**src/rtl/divide_unit_if.sv**
```systemverilog
// ---------------------------------------------------------------------------
// divide_unit_if
// Request/response bundle for the iterative divider.
//   start  : request a new division (master -> slave)
//   a, b   : dividend / divisor, 32 bits (master -> slave)
//   op     : 00 DIV, 01 DIVU, 10 REM, 11 REMU (master -> slave)
//   busy   : operation in progress (slave -> master)
//   valid  : one-cycle result strobe (slave -> master)
//   result : quotient or remainder (slave -> master)
// ---------------------------------------------------------------------------
interface divide_unit_if;
    logic        start;
    logic [31:0] a;
    logic [31:0] b;
    logic [1:0]  op;
    logic        busy;
    logic        valid;
    logic [31:0] result;

    modport master (
        output start, a, b, op,
        input  busy, valid, result
    );

    modport slave (
        input  start, a, b, op,
        output busy, valid, result
    );
endinterface

```
**src/rtl/divide_unit.sv**
```systemverilog
// ---------------------------------------------------------------------------
// divide_unit
// 32-bit signed/unsigned divider using restoring shift-subtract, one
// iteration per clock. Start-to-valid latency is 34 cycles: 32 iterations
// followed by one sign-correction cycle, then a one-cycle DONE.
//
// Ports:
//   clk  : rising-edge clock
//   rstn : asynchronous active-low reset
//   bus  : divide_unit_if.slave (start, a, b, op in; busy, valid, result out)
//
// Optional feature macro: DIVIDE_ZERO_BYPASS_EN
//   When defined, a request with b == 0 jumps straight to DONE (valid one
//   cycle after acceptance). Result values are identical either way.
// ---------------------------------------------------------------------------
module divide_unit (
    input  logic          clk,
    input  logic          rstn,
    divide_unit_if.slave  bus
);
    typedef enum logic [1:0] {IDLE, CALC, DONE} state_t;

    state_t      state_q, state_d;
    logic [4:0]  cnt_q;
    logic        last_q;     // all 32 iterations done, next CALC cycle is fix-up
    logic [31:0] rem_q;      // partial remainder
    logic [31:0] quo_q;      // dividend shifting out / quotient shifting in
    logic [31:0] dvs_q;      // divisor magnitude
    logic [31:0] a_q;        // original dividend, needed for divide-by-zero REM
    logic [1:0]  op_q;
    logic        qneg_q;
    logic        rneg_q;
    logic [31:0] result_q;

    logic        accept;
    logic        a_neg, b_neg;
    logic [31:0] a_mag, b_mag;
    logic        zero_bypass;
    logic [32:0] r_shift, diff;
    logic        fit;
    logic [31:0] rem_next;
    logic [31:0] final_res;

    assign accept = (state_q == IDLE) && bus.start;

    // op[0] set means unsigned; magnitudes come straight from the inputs
    assign a_neg = ~bus.op[0] & bus.a[31];
    assign b_neg = ~bus.op[0] & bus.b[31];
    assign a_mag = a_neg ? (32'd0 - bus.a) : bus.a;
    assign b_mag = b_neg ? (32'd0 - bus.b) : bus.b;

`ifdef DIVIDE_ZERO_BYPASS_EN
    assign zero_bypass = (bus.b == 32'd0);
`else
    assign zero_bypass = 1'b0;
`endif

    // One restoring step: shift next dividend bit in, try to subtract.
    assign r_shift  = {rem_q, quo_q[31]};
    assign diff     = r_shift - {1'b0, dvs_q};
    assign fit      = ~diff[32];
    assign rem_next = fit ? diff[31:0] : r_shift[31:0];

    // Sign correction. A zero divisor is decoded explicitly so signed DIV
    // by zero still yields all ones instead of a negated quotient.
    always_comb begin
        final_res = quo_q;
        if (dvs_q == 32'd0)
            final_res = op_q[1] ? a_q : 32'hFFFF_FFFF;
        else if (op_q[1])
            final_res = rneg_q ? (32'd0 - rem_q) : rem_q;
        else
            final_res = qneg_q ? (32'd0 - quo_q) : quo_q;
    end

    always_ff @(posedge clk or negedge rstn) begin
        if (!rstn)
            state_q <= IDLE;
        else
            state_q <= state_d;
    end

    always_comb begin
        state_d = state_q;
        case (state_q)
            IDLE:    if (bus.start) state_d = zero_bypass ? DONE : CALC;
            CALC:    if (last_q)    state_d = DONE;
            DONE:    state_d = IDLE;
            default: state_d = IDLE;
        endcase
    end

    always_ff @(posedge clk or negedge rstn) begin
        if (!rstn) begin
            cnt_q    <= 5'd0;
            last_q   <= 1'b0;
            rem_q    <= 32'd0;
            quo_q    <= 32'd0;
            dvs_q    <= 32'd0;
            a_q      <= 32'd0;
            op_q     <= 2'd0;
            qneg_q   <= 1'b0;
            rneg_q   <= 1'b0;
            result_q <= 32'd0;
        end else if (accept) begin
            cnt_q  <= 5'd0;
            last_q <= 1'b0;
            rem_q  <= 32'd0;
            quo_q  <= a_mag;
            dvs_q  <= b_mag;
            a_q    <= bus.a;
            op_q   <= bus.op;
            qneg_q <= a_neg ^ b_neg;
            rneg_q <= a_neg;
            if (zero_bypass)
                result_q <= bus.op[1] ? bus.a : 32'hFFFF_FFFF;
        end else if (state_q == CALC) begin
            if (!last_q) begin
                rem_q <= rem_next;
                quo_q <= {quo_q[30:0], fit};
                cnt_q <= cnt_q + 5'd1;
                if (cnt_q == 5'd31)
                    last_q <= 1'b1;
            end else begin
                result_q <= final_res;
            end
        end
    end

    assign bus.busy   = (state_q != IDLE);
    assign bus.valid  = (state_q == DONE);
    assign bus.result = result_q;

endmodule

```
**src/flat_wrapper.sv**
```systemverilog
// flat-port wrapper written by rule: the top's interface ports become plain ports
module divide_unit_flat 
  (clk, rstn, bus_start, bus_a, bus_b, bus_op, bus_busy, bus_valid, bus_result);
  divide_unit_if bus_i ();
  input  logic clk;
  input  logic rstn;
  input wire logic [$bits(bus_i.start)-1:0] bus_start;
  input wire logic [$bits(bus_i.a)-1:0] bus_a;
  input wire logic [$bits(bus_i.b)-1:0] bus_b;
  input wire logic [$bits(bus_i.op)-1:0] bus_op;
  output wire logic [$bits(bus_i.busy)-1:0] bus_busy;
  output wire logic [$bits(bus_i.valid)-1:0] bus_valid;
  output wire logic [$bits(bus_i.result)-1:0] bus_result;
  assign bus_i.start = bus_start;
  assign bus_i.a = bus_a;
  assign bus_i.b = bus_b;
  assign bus_i.op = bus_op;
  assign bus_busy = bus_i.busy;
  assign bus_valid = bus_i.valid;
  assign bus_result = bus_i.result;
  divide_unit u_core (.clk(clk), .rstn(rstn), .bus(bus_i));
endmodule
```
**config.mk**
```make
export PLATFORM = sky130hd
export DESIGN_NAME = divide_unit_flat
export DESIGN_NICKNAME = d
export VERILOG_FILES = /design/src/rtl/divide_unit_if.sv /design/src/rtl/divide_unit.sv /design/src/flat_wrapper.sv
export SDC_FILE = /design/constraint.sdc
export NUM_CORES = 1
export LEC_CHECK = 0
export CAP_MARGIN = 40
export CORE_ASPECT_RATIO = 1.25
export CORE_UTILIZATION = 55
export DETAILED_ROUTE_END_ITERATION = 12
export GPL_ROUTABILITY_DRIVEN = 0
export MAX_ROUTING_LAYER = met4
export PLACE_DENSITY = 0.76
export SLEW_MARGIN = 20
export SYNTH_ARGS = -nofsm -noshare
export SYNTH_HDL_FRONTEND = slang
export SYNTH_SLANG_ARGS = --single-unit
```
**constraint.sdc**
```tcl
create_clock -name clk -period 9.3 [get_ports clk]
set_input_delay 1.86 -clock clk [delete_from_list [all_inputs] [get_ports clk]]
set_output_delay 1.86 -clock clk [all_outputs]
set_load 0.02 [all_outputs]
```
# Word-level counts from Yosys, hierarchy flattened
# Cells that the tools add are included.
dict set report word_totals {
  regBits 172
  out_inout_bits 34
  inputBits 69
  word_cells 61
}
dict set report classes {
  n_addsub 6
  eq_ne 6
  n_mux 24
  reduce_logical 8
  bitwise 6
}
# operator count
set ops {}
lappend ops {{2-to-1 mux 32 bit} 14}
lappend ops {{subtractor 1 x 32 -> 32 bit (first input constant)} 4}
lappend ops {{subtractor 33 x 32 -> 33 bit} 1}
lappend ops {{logical NOT 32 bit} 1}
lappend ops {{2-to-1 mux 5 bit} 3}
lappend ops {{adder 5 x 1 -> 5 bit (second input constant)} 1}
lappend ops {{equality test 5 bit (second input constant)} 1}
lappend ops {{2-to-1 mux 1 bit} 4}
lappend ops {{2-to-1 mux 2 bit} 2}
lappend ops {{!= test 2 bit (second input constant)} 2}
lappend ops {{one-hot mux 2 bit (2 select lines)} 1}
lappend ops {{AND reduction 2 bit} 2}
lappend ops {{nonzero test 2 bit} 2}
lappend ops {{NOT 1 bit} 3}
lappend ops {{AND reduction 3 bit} 1}
lappend ops {{bitwise AND 1 bit} 2}
lappend ops {{equality test 2 x 1 -> 1 bit (second input constant)} 1}
lappend ops {{equality test 2 bit (second input constant)} 1}
lappend ops {{logical NOT 2 bit} 1}
lappend ops {{!= test 2 x 1 -> 1 bit (second input constant)} 1}
lappend ops {{logical AND 1 bit} 1}
lappend ops {{XOR 1 bit} 1}

# Depth between registers and ports, before layout
dict set report depth {
  word_depth 5
  ltp_mapped 14
  ltp_nobuf 12
}

# Least setup slack after synthesis
# No wires, ideal clock.
dict set report synth_path {
  kind {input-to-reg}
  start {in bus_b[4]}
  end {reg u_core.dvs_q[27]}
  required_time_ns 9.170
  slack_ns 5.066
  t_arrival_ns 4.105
  stages 9
  path_buffers 0
  path_cell_list {or4_4 -> nor3_4 -> and3_4 -> nand3_2 -> or4_1 -> or4_4 -> o31ai_4 -> xor2_1 -> o21ai_1}
}
dict set report synth_via {
  elab_chain_len 2
}
# item line_no
set synth_rtl {}
lappend synth_rtl {{start, declared} flat_wrapper.sv:9} ;# input wire logic [$bits(bus_i.b)-1:0] bus_b;
lappend synth_rtl {{subtractor 1 x 32 -> 32 bit} divide_unit.sv:50} ;# assign b_mag = b_neg ? (32'd0 - bus.b) : bus.b;
lappend synth_rtl {{2-to-1 mux 32 bit} divide_unit.sv:50}
lappend synth_rtl {{end signal, assigned} divide_unit.sv:110} ;# dvs_q <= b_mag;
lappend synth_rtl {{end, declared} divide_unit.sv:28} ;# logic [31:0] dvs_q;
# No other way between the ends.
# A chain may end at the register's enable or synchronous reset.

# Worst setup path in the final report
dict set report layout_path {
  start {in bus_a[4]}
  end {reg u_core.quo_q[28]}
}
dict set report layout_via {
  elab_chain_len 3
}
# item line_no
set layout_rtl {}
lappend layout_rtl {{start, declared} flat_wrapper.sv:8} ;# input wire logic [$bits(bus_i.a)-1:0] bus_a;
lappend layout_rtl {{subtractor 1 x 32 -> 32 bit} divide_unit.sv:49} ;# assign a_mag = a_neg ? (32'd0 - bus.a) : bus.a;
lappend layout_rtl {{2-to-1 mux 32 bit} divide_unit.sv:49}
lappend layout_rtl {{2-to-1 mux 32 bit} divide_unit.sv:105} ;# end else if (accept) begin
lappend layout_rtl {{end signal, assigned} divide_unit.sv:109} ;# quo_q <= a_mag;
lappend layout_rtl {{end signal, assigned} divide_unit.sv:120} ;# quo_q <= {quo_q[30:0], fit};
lappend layout_rtl {{end, declared} divide_unit.sv:27} ;# logic [31:0] quo_q;
# No other way between the ends.

==> impl_metrics.json <==
{
  "critPathTopFamily": "simple AND/OR/NAND/NOR gates",
  "drt_wl_total_um": 31200,
  "wl_per_cell_um": 17.1,
  "core-area_sq_um": 21000,
  "synthTopCellsByArea": "dfrtp_1, nand2_1, xor2_1, o21ai_0, ha_1",
  "endpoint_kind": "flop",
  "path_max_fanout": 5,
  "final_cell_mix": "nand2_1, dfrtp_1, o21ai_0",
  "synth_async_sr_flop_share_pct": 100,
  "power_switching_w": 0.00260,
  "ys_ff_latch": 171,
  "syn_area_sq_um": 11900,
  "cp.buffers_inverters": 1,
  "antenna_cells": 0,
  "cts.sinks": 171,
  "regArea_sq_um": 4280,
  "clk_pin_slew_ps": 70,
  "holdBufCountCts": 0,
  "grt_usage_pct": 29.5,
  "path_cells": "clkdlybuf4s50_1 > or4_1 > nor3_2 > nand2_1 > or4_1 > nor4_2 > a31oi_1 > xor2_1 > nor2_1 > a31oi_1",
  "die_h_um": 167,
  "initial_core_util_pct": 56.6,
  "fin_nets": 1641,
  "dr.pass1.iters": 5,
  "maxCapViolations": 0,
  "final_layout_size_suffix_gt1_share_pct": 5.56,
  "cts_max_level": 4,
  "drc": 0,
  "synth_edf_count": 0,
  "port-buffer-count": 102,
  "cts_made_buffers": 17,
  "p_total_w": 0.00554,
  "cp.arrival_ps": 4920,
  "max_stage_delay_ps": 620,
  "yosysTopAreaCellShare_pct": 35.9,
  "critPathLaunchType": "input port",
  "maxSlewViolCount": 0,
  "crit_type": "in2reg",
  "synth_warnings": 0,
  "layout_min_cycle_time_ps": 4640,
  "hold_viol": 0,
  "cts_root_buffer": "clkbuf_16",
  "die_w_um": 134,
  "post_cts_resize_count": 0,
  "clock-skew-final_ps": 16.2,
  "switching_share_pct": 46.9,
  "fillCellCount": 1831,
  "synthFlopType": "dfrtp_1",
  "netlist_instances": 1473,
  "multi_input_area_sq_um": 7120,
  "die-area_sq_um": 22200,
  "power.leakage_nw": 5.98,
  "routed_via_density": 6.06,
  "mostFrequentLayoutCell": "nand2_1",
  "drt_iter0_drc": 1018,
  "p_comb_share_pct": 59.3,
  "ioPinCount": 103,
  "cts_tree": "yes",
  "final_antenna_net_count": 0,
  "syn-num-nets": 1581,
  "hp-class": "reg2reg",
  "grt_max_degree": 72,
  "setup_viol": 0,
  "grt_pass1_vias": 10162,
  "power_density_nw_per_um2": 402,
  "num_rows": 59,
  "grt_pass1_wl_um": 51000,
  "rsz0062_at_grt": "false",
  "syn2layout_area_growth_pct": 15.7,
  "maxSlewHeadroom_pct": 40.9,
  "ys_types": 71,
  "insertion_delay_ps": 440,
  "gr-total-overflow": 0,
  "p_int_w": 0.00294,
  "antenna_found_initial": 0,
  "slowest_stage": "or4_1",
  "postSynthAreaPerCell_sq_um": 8.08,
  "cts_setup_buffers": 0,
  "critPathRequiredTime_ps": 9580,
  "finalCritPeriodShare_pct": 49.9,
  "status": "completed",
  "clk_path_buf_depth": 2,
  "peakVddDrop_uv": 208,
  "pwr-share-seq_pct": 27.6,
  "vias": 11032,
  "setup_tns_ps": 0,
  "tightest_slew_ps": 878,
  "hpwl_um": 22900,
  "max_freq_mhz": 216,
  "netlist.top_cell.by_area": "dfrtp_1",
  "ys_seq_area_share_pct": 35.9,
  "clkPwrFrac_pct": 13.1
}
## metal layers
metal	vias up	part of all wire (%)	track usage, %
met2	424	50	49.0
met5	-	0	-
met4	0	1.5	7.61
met3	41	5.4	2.86
li1	5315	-	-
met1	5252	43	38.3
## worst paths after layout
check / from / endpoint / slack [ps] / cells past startpoint
max reg2reg: u_core.quo_q[31] / u_core.rem_q[13] / 5110 / 13
max: bus_a[4] / u_core.quo_q[28] / 4660 / 10
min in group asynchronous: rstn / u_core.bus.result[25] / 1360 / 1
min: u_core.a_q[13] / u_core.a_q[13] / 470 / 2
max in group asynchronous: rstn / u_core.dvs_q[0] / 6920 / 3
min reg2reg: u_core.a_q[13] / u_core.a_q[13] / 470 / 2
## cell usage after synthesis, types with 7 or more instances
cell	count
a21o_1	22
a21oi_1	73
a221o_1	7
a221oi_1	10
a31oi_1	38
and3_1	8
buf_1	8
clkbuf_1	66
dfrtp_1	171
ha_1	38
inv_1	61
mux2i_1	26
nand2_1	303
nand2b_1	13
nand3_1	16
nand4_1	10
nor2_1	86
nor2b_1	11
nor3_1	24
nor4_1	16
o21a_1	7
o21ai_0	142
o21ai_1	9
o31ai_1	30
o41ai_1	11
or2_2	8
or3_1	12
or4_1	13
xnor2_1	52
xor2_1	88
## registers in the layout, summed over array words and instances (netlist names)
signal and cells:
u_core.op_q 1, u_core.a_q 32, u_core.last_q 1, u_core.cnt_q 5, u_core.rneg_q 1, u_core.rem_q 32, u_core.quo_q 32, u_core.bus.result 32
u_core.qneg_q 1, u_core.dvs_q 32, u_core.state_q 2
## kinds of logic (layout without fill, tap and decap cells)
family                   after synthesis  after routing  share of synthesized area, %
AO/OA/AOI/OAI                        409            409                          21.6
XOR/XNOR                             140            140                          10.3
adder cells (fa/ha/maj)               39             39                          4.16
buffers and inverters                141            214                          4.59
flip-flops                           171            171                          35.9
multiplexers                          27             27                          2.28
AND/OR/NAND/NOR                      546            546                          21.1
## power by group through the flow
stage | clock network, W | logic [W] | registers [W]
4_1_cts | 0.000734 | 0.00326 | 0.00152
6_report | 0.000726 | 0.00328 | 0.00153
5_1_grt | 0.000763 | 0.00365 | 0.00158
2_1_floorplan | 0 | 0.00248 | 0.00146
3_3_place_gp | 0 | 0.00314 | 0.00152
3_5_place_dp | 0 | 0.00323 | 0.00154
## cell type report
| class | count | share of cell area, % |
|---|---|---|
| Multi-Input combinational cell | 1161 | 51.6 |
| Sequential cell | 171 | 31.1 |
| Timing Repair Buffer | 121 | 8.87 |
| Clock buffer | 18 | 3.11 |
| Tap cell | 274 | 2.49 |
| Inverter | 61 | 1.66 |
| Clock inverter | 14 | 1.16 |
## worst reg2reg max path, delay by kind of cell, from the launching register on
kind	cells	cell delay (ps)
adder cells (fa/ha/maj)	2	680
flip-flops	1	330
AND/OR/NAND/NOR	3	600
buffers and inverters	2	620
AO/OA/AOI/OAI	6	1840
## metrics by stage
| stage | setup slack (ps) | utilization (%) | instances | instance area (sq um) | hold WS (ps) |
|---|---|---|---|---|---|
| finish | 4660 | 65.5 | 1820 | 13800 | 473 |
| global placement | 4370 | 62.1 | 1779 | 13100 | 452 |
| detailed placement | 4280 | 62.6 | 1785 | 13200 | 457 |
| global route | 4620 | 65.5 | 1820 | 13800 | 492 |
| floorplan | 5070 | - | 1473 | 11900 | 440 |
| CTS | 4700 | 65.4 | 1817 | 13800 | 474 |
No activity file was read; power rests on OpenSTA's default activity.
